**src/rtl/prism_shift_fifo.sv**
```systemverilog
// prism_shift_fifo: serial shift engine plus word FIFO between the PRISM strobes and the CPU.
//
// RX mode assembles DATA_W serial bits per word and queues each completed word for the CPU.
// TX mode takes CPU-written words from the FIFO and serialises them under PRISM shift strobes.
// When the next word is already queued, the TX side reloads it on the last bit with no gap bit.
//
// Ports:
//   clk_i, rst_n      clock, asynchronous active-low reset
//   exec_i, shift_i   PRISM executing / shift strobe (shift only acts while exec_i=1)
//   mode_tx_i         0 = RX, 1 = TX (change only together with flush_i)
//   lsb_first_i       bit order, 1 = LSB first
//   flush_i           synchronous clear of FIFO and shifter (sticky flags kept)
//   ser_in_i          RX serial data
//   ser_out_o         TX serial data, 1 when idle or in RX mode
//   bit_cnt_o         bits shifted in the current word
//   cpu_wr_i          push cpu_wdata_i (TX only)
//   cpu_wdata_i       push data
//   cpu_rd_i          pop head (RX only)
//   cpu_rdata_o       FIFO head, 0 when empty
//   fifo_level_o      entries held
//   fifo_full_o       FIFO full
//   fifo_empty_o      FIFO empty
//   thresh_i          watermark level
//   clr_flags_i       clear sticky flags
//   overflow_o        sticky: push attempted while full
//   underflow_o       sticky: pop while empty, or TX shift while idle
//   irq_o             watermark hit or overflow
module prism_shift_fifo #(
    parameter int unsigned DATA_W = 8,
    parameter int unsigned DEPTH  = 4,
    localparam int unsigned LVL_W = $clog2(DEPTH + 1),
    localparam int unsigned CNT_W = $clog2(DATA_W)
) (
    input  logic              clk_i,
    input  logic              rst_n,
    input  logic              exec_i,
    input  logic              shift_i,
    input  logic              mode_tx_i,
    input  logic              lsb_first_i,
    input  logic              flush_i,
    input  logic              ser_in_i,
    output logic              ser_out_o,
    output logic [CNT_W-1:0]  bit_cnt_o,
    input  logic              cpu_wr_i,
    input  logic [DATA_W-1:0] cpu_wdata_i,
    input  logic              cpu_rd_i,
    output logic [DATA_W-1:0] cpu_rdata_o,
    output logic [LVL_W-1:0]  fifo_level_o,
    output logic              fifo_full_o,
    output logic              fifo_empty_o,
    input  logic [LVL_W-1:0]  thresh_i,
    input  logic              clr_flags_i,
    output logic              overflow_o,
    output logic              underflow_o,
    output logic              irq_o
);

    localparam int unsigned      PTR_W   = $clog2(DEPTH);
    localparam logic [CNT_W-1:0] CntLast = CNT_W'(DATA_W - 1);
    localparam logic [LVL_W-1:0] LvlFull = LVL_W'(DEPTH);

    logic [DATA_W-1:0] mem_q [DEPTH];
    logic [PTR_W-1:0]  rd_ptr_q, rd_ptr_d;
    logic [PTR_W-1:0]  wr_ptr_q, wr_ptr_d;
    logic [LVL_W-1:0]  level_q, level_d;
    logic [DATA_W-1:0] sreg_q, sreg_d;
    logic [CNT_W-1:0]  bit_cnt_q, bit_cnt_d;
    logic              tx_busy_q, tx_busy_d;
    logic              ovf_q, ovf_d;
    logic              udf_q, udf_d;

    logic              rx_shift, tx_shift, cnt_last;
    logic              empty, full;
    logic [DATA_W-1:0] head, rx_word, tx_shifted, push_data;
    logic              tx_load, pop_req, pop_ok, push_req, push_ok;
    logic              set_ovf, set_udf, watermark;

    always_comb begin
        rx_shift = exec_i & shift_i & ~mode_tx_i;
        tx_shift = exec_i & shift_i & mode_tx_i;
        cnt_last = (bit_cnt_q == CntLast);
        empty    = (level_q == '0);
        full     = (level_q == LvlFull);
        head     = mem_q[rd_ptr_q];

        rx_word    = lsb_first_i ? {ser_in_i, sreg_q[DATA_W-1:1]}
                                 : {sreg_q[DATA_W-2:0], ser_in_i};
        tx_shifted = lsb_first_i ? {1'b1, sreg_q[DATA_W-1:1]}
                                 : {sreg_q[DATA_W-2:0], 1'b1};

        // TX pulls a word either from idle or on the last bit of the current word (seamless).
        tx_load  = mode_tx_i & exec_i & ~empty & (~tx_busy_q | (tx_shift & cnt_last));
        pop_req  = mode_tx_i ? tx_load : cpu_rd_i;
        pop_ok   = pop_req & ~empty;
        push_req = mode_tx_i ? cpu_wr_i : (rx_shift & cnt_last);
        push_data = mode_tx_i ? cpu_wdata_i : rx_word;
        // A pop in the same cycle frees the slot a push needs when full.
        push_ok  = push_req & (~full | pop_ok);

        set_ovf = ~flush_i & push_req & ~push_ok;
        set_udf = ~flush_i & ((~mode_tx_i & cpu_rd_i & empty) | (tx_shift & ~tx_busy_q));
    end

    always_comb begin
        rd_ptr_d  = rd_ptr_q;
        wr_ptr_d  = wr_ptr_q;
        level_d   = level_q;
        sreg_d    = sreg_q;
        bit_cnt_d = bit_cnt_q;
        tx_busy_d = tx_busy_q;

        if (flush_i) begin
            rd_ptr_d  = '0;
            wr_ptr_d  = '0;
            level_d   = '0;
            sreg_d    = '0;
            bit_cnt_d = '0;
            tx_busy_d = 1'b0;
        end else begin
            if (pop_ok) begin
                rd_ptr_d = rd_ptr_q + PTR_W'(1);
            end
            if (push_ok) begin
                wr_ptr_d = wr_ptr_q + PTR_W'(1);
            end
            level_d = level_q + LVL_W'(push_ok) - LVL_W'(pop_ok);

            if (!mode_tx_i) begin
                if (rx_shift) begin
                    sreg_d    = rx_word;
                    bit_cnt_d = cnt_last ? '0 : bit_cnt_q + CNT_W'(1);
                end
            end else if (tx_load) begin
                sreg_d    = head;
                bit_cnt_d = '0;
                tx_busy_d = 1'b1;
            end else if (tx_busy_q && tx_shift) begin
                sreg_d = tx_shifted;
                if (cnt_last) begin
                    bit_cnt_d = '0;
                    tx_busy_d = 1'b0;
                end else begin
                    bit_cnt_d = bit_cnt_q + CNT_W'(1);
                end
            end
        end

        // Setting a sticky flag wins over clearing it in the same cycle.
        ovf_d = (ovf_q & ~clr_flags_i) | set_ovf;
        udf_d = (udf_q & ~clr_flags_i) | set_udf;
    end

    always_ff @(posedge clk_i or negedge rst_n) begin
        if (!rst_n) begin
            rd_ptr_q  <= '0;
            wr_ptr_q  <= '0;
            level_q   <= '0;
            sreg_q    <= '0;
            bit_cnt_q <= '0;
            tx_busy_q <= 1'b0;
            ovf_q     <= 1'b0;
            udf_q     <= 1'b0;
        end else begin
            rd_ptr_q  <= rd_ptr_d;
            wr_ptr_q  <= wr_ptr_d;
            level_q   <= level_d;
            sreg_q    <= sreg_d;
            bit_cnt_q <= bit_cnt_d;
            tx_busy_q <= tx_busy_d;
            ovf_q     <= ovf_d;
            udf_q     <= udf_d;
        end
    end

    // Storage needs no reset: the head is masked to zero while the FIFO is empty.
    always_ff @(posedge clk_i) begin
        if (push_ok && !flush_i) begin
            mem_q[wr_ptr_q] <= push_data;
        end
    end

    always_comb begin
        watermark    = mode_tx_i ? (level_q <= thresh_i) : (level_q >= thresh_i);
        irq_o        = ovf_q | watermark;
        ser_out_o    = (mode_tx_i && tx_busy_q) ? (lsb_first_i ? sreg_q[0] : sreg_q[DATA_W-1])
                                                : 1'b1;
        bit_cnt_o    = bit_cnt_q;
        cpu_rdata_o  = empty ? '0 : head;
        fifo_level_o = level_q;
        fifo_full_o  = full;
        fifo_empty_o = empty;
        overflow_o   = ovf_q;
        underflow_o  = udf_q;
    end

endmodule
```
**config.mk**
```make
export PLATFORM = sky130hd
export DESIGN_NAME = prism_shift_fifo
export DESIGN_NICKNAME = d
export VERILOG_FILES = /design/src/rtl/prism_shift_fifo.sv
export SDC_FILE = /design/constraint.sdc
export NUM_CORES = 1
export LEC_CHECK = 0
export ABC_CLOCK_PERIOD_IN_PS = 4300
export BUFFER_PORTS_ARGS = -buffer_cell sky130_fd_sc_hd__buf_2
export CAP_MARGIN = 20
export CORE_MARGIN = 2
export CORE_UTILIZATION = 52
export DETAILED_ROUTE_END_ITERATION = 6
export PLACE_DENSITY = 0.74
export SLEW_MARGIN = 20
export SYNTH_ARGS = -nofsm -noshare
export SYNTH_HDL_FRONTEND = slang
export SYNTH_SLANG_ARGS = --single-unit
```
**constraint.sdc**
```tcl
create_clock -name clk_i -period 4.3 [get_ports clk_i]
set_clock_uncertainty 0.05 [all_clocks]
set_input_delay 0.215 -clock clk_i [delete_from_list [all_inputs] [get_ports clk_i]]
set_output_delay 0.215 -clock clk_i [all_outputs]
set_load 0.02 [all_outputs]
```
==> impl_results.md <==
- # rows: 26
- DRT antenna net count: 0
- Share of layout cells above drive strength 1: 35.2%
- M2 GR Usage: 33.8%
- # fillers: 458
- Core box area: between 0.005 and 0.006 mm²
- Post-synthesis area per instance: 13.5 µm²
- Layout Utilization: 60.9%
- Critical Path Slowest Stage Cell: a21o_1
- Final WS setup: 1.17 ns
- Max-cap check violation count: 0
- Grt met3 use: approximately 3.7%
- RSZ-0062 raised after global routing: false
- Setup TNS: 0 ns
- Post-synth net total: 240
- Fmax: 320 MHz
- Worst-skew pair later-pin latency: 0.30 ns
- Worst r2r src: bit_cnt_o[0]
- Hold path depth: 2
- Commonest non-fill, non-tap cells in the layout: 41 x buf_2, 32 x edfxtp_1, 23 x mux2_2
- DR vias: 1736
- R2R Setup Slk: roughly 1.2 ns
- Unique cell type count in the Yosys netlist: 39
- Arr. time, crit path: 3.25 ns
- Congestion Overflow GR: 0
- Met1 Use GR: approximately a quarter
- Most common cell type on the critical path: ha_1
- # IOs: 42
- Seq/Total Area, Yosys: 53.1%
- Dpl hpwl: between 3000 and 4000 µm
- FFs w/ async S/R, synth: 39.6%
- Die X-Extent: 77.4 µm
- Initial DRC Count: 100
- Tmin final: 3.13 ns
- Vias per cell: 5.48
- Final WL: ~5400 µm
- GRT Resource Usage Total: 19.8%
- Die Y: 77.4 µm
- Mapped Cells: 207
- Final Hold Viols: 0
- Largest net degree at the start of global routing: 23
- Pre-CTS setup slack: 1.19 ns
- Hold endpoint: overflow_o
- Max stage delay on crit path: 0.57 ns
- Hold slack: around 0.06 ns
- Post-Syn Area: between 0.002 and 0.003 mm²
- Setup crit end kind: register
- Period utilisation layout: 72.7%
- Critical path class: reg -> reg
- Top_reg_cell synth: edfxtp_1
- Area delta synth->final: 11.7%
- Initial antenna violation count: 0
- Number of global-route vias before repair: 1827
- Number of buffers and inverters on the critical path: 1
- CP Cell Sequence: ha_1 > ha_1 > nand4_1 > a21o_1 > a21oi_1 > mux2_2 > ha_1 > inv_1 > fa_1 > xor2_1 > xnor2_1 > nor2_1
- Worst path top cell family by delay: adder cells
- First-pass GRT wire length: between 9000 and 10000 µm
- Total power: 0.00144 W
- Most Crowded Layer GR: met2
- Critical path launch point type: register
- I/O Buffers: a little over 40
- CTS root buf: clkbuf_8
- Clock Sinks: 53
- Fin. max-slew vios: 0
- DRT Pass-1 Iters: 4
- DR DRC count: 0
- Worst-Margin Slew: 0.675 ns
- Max Fanout on Critical Path: 17
- Final setup fails: 0
- Number of synthesized flops with an enable pin: 32
- Most common cell after layout, fill and taps aside: buf_2
- GPL Wtd Cong: 0.781
- Clock transition at the registers of the reported paths: 0.09 ns
- Outcome: finished, final reports clean
- Post-CTS setup buffer count: 0
- Number of CTS-inserted buffers: 5
- Wirelength per Cell: 17.0 µm
- Hold Startpoint: clr_flags_i
- Leakage: 1.29 nW
- CTS tree: yes
- Layout Nets: between 200 and 300
- Antenna diodes: 0
- Hold WC Path Type: in -> reg
- DIE AREA: 0.00599 mm²
- Htree depth: 2
- #FFs+latches synth: 53
- Max VDD drop: 0.270 mV
- Initial Util: 54.5%
- Relative slew slack: between 50 and 60%
- Worst R2R End: fifo_level_o[2]
- Pwr Density: 460 mW/mm²
- Required @ worst endpoint: 4.43 ns
- R2R depth: 12
- Clk buf depth: 2
- Yosys warns: 0
==> logic make-up after synthesis <==
kind of cell	synth area share (%)
AND/OR/NAND/NOR	9.92
buffers and inverters	5.05
AO/OA/AOI/OAI	6.39
XOR/XNOR	1.88
adder cells (fa/ha/maj)	5.18
multiplexers	18.5
flip-flops	53.1
==> cell type report <==
type                       count  area, µm²  area share [%]
inverter                      11       41.3            1.32
timing repair buffer          43        223            7.12
sequential                    53       1490            47.5
multi-input combinational    132       1170            37.5
tap                           70       87.6            2.80
clock buffer                   7       86.3            2.76
clock inverter                 1       30.0           0.960
==> cell usage after synthesis (2+ instances only) <==
master,n,area [µm²]
a21oi_1,7,35.0
edfxtp_1,32,961
mux4_2,8,180
nand2_1,5,18.8
clkbuf_1,2,7.51
buf_4,2,15.0
buf_6,3,33.8
dfrtp_1,21,526
nand3_1,7,35.0
xnor2_1,4,35.0
nor2b_1,11,68.8
nand2b_1,3,18.8
buf_2,2,10.0
a211oi_2,2,25.0
a21o_1,2,15.0
inv_1,11,41.3
nor2_1,18,67.6
xor2_1,2,17.5
ha_1,10,125
a311oi_1,2,17.5
mux2i_1,8,80.1
and2_1,5,31.3
o211ai_1,2,15.0
mux2_2,23,259
==> metrics by stage <==
step	std cells	cell area, µm²
CTS	317	3130
global placement	308	3000
global route	317	3130
detailed placement	308	3000
floorplan	207	2800
finish	317	3130
==> how the worst max path moves through the flow <==
stage,startpoint,to,slack (ns),cells after the start
final,bit_cnt_o[0],fifo_level_o[2],1.17,12
after global routing,bit_cnt_o[0],fifo_level_o[2],0.94,12
after CTS,bit_cnt_o[0],fifo_level_o[2],1.15,12
after detailed placement,bit_cnt_o[0],fifo_level_o[2],1.19,12
after global placement,bit_cnt_o[0],fifo_level_o[2],1.28,12
after floorplan,fifo_level_o[1],fifo_level_o[2],1.53,10
==> power breakdown <==
group,leakage [nW],switching [W],internal [W],total [W]
Clock,0.0585,0.000154,0.000190,0.000344
Sequential,0.579,0.0000533,0.000575,0.000628
Combinational,0.654,0.000267,0.000199,0.000466
==> metal layers <==
layer | vias to the layer above | share of wire, %
met5 | - | 0
met3 | 4 | 2.9
met4 | 0 | 0.67
met1 | 876 | 45
li1 | 825 | -
met2 | 31 | 51
==> registers in the layout (all words and copies together), names as in the netlist <==
| register | flops |
|---|---|
| wr_ptr_q | 2 |
| underflow_o | 1 |
| overflow_o | 1 |
| rd_ptr_q | 2 |
| fifo_level_o | 3 |
| mem_q | 32 |
| sreg_q | 8 |
| tx_busy_q | 1 |
| bit_cnt_o | 3 |
==> repair_timing <==
| action | CTS | global route |
|---|---|---|
| hold endpoints to repair | 21 | 0 |
| hold buffers | 1 | 0 |
| resized for setup | 0 | 0 |
No activity file was read; power rests on OpenSTA's default activity.
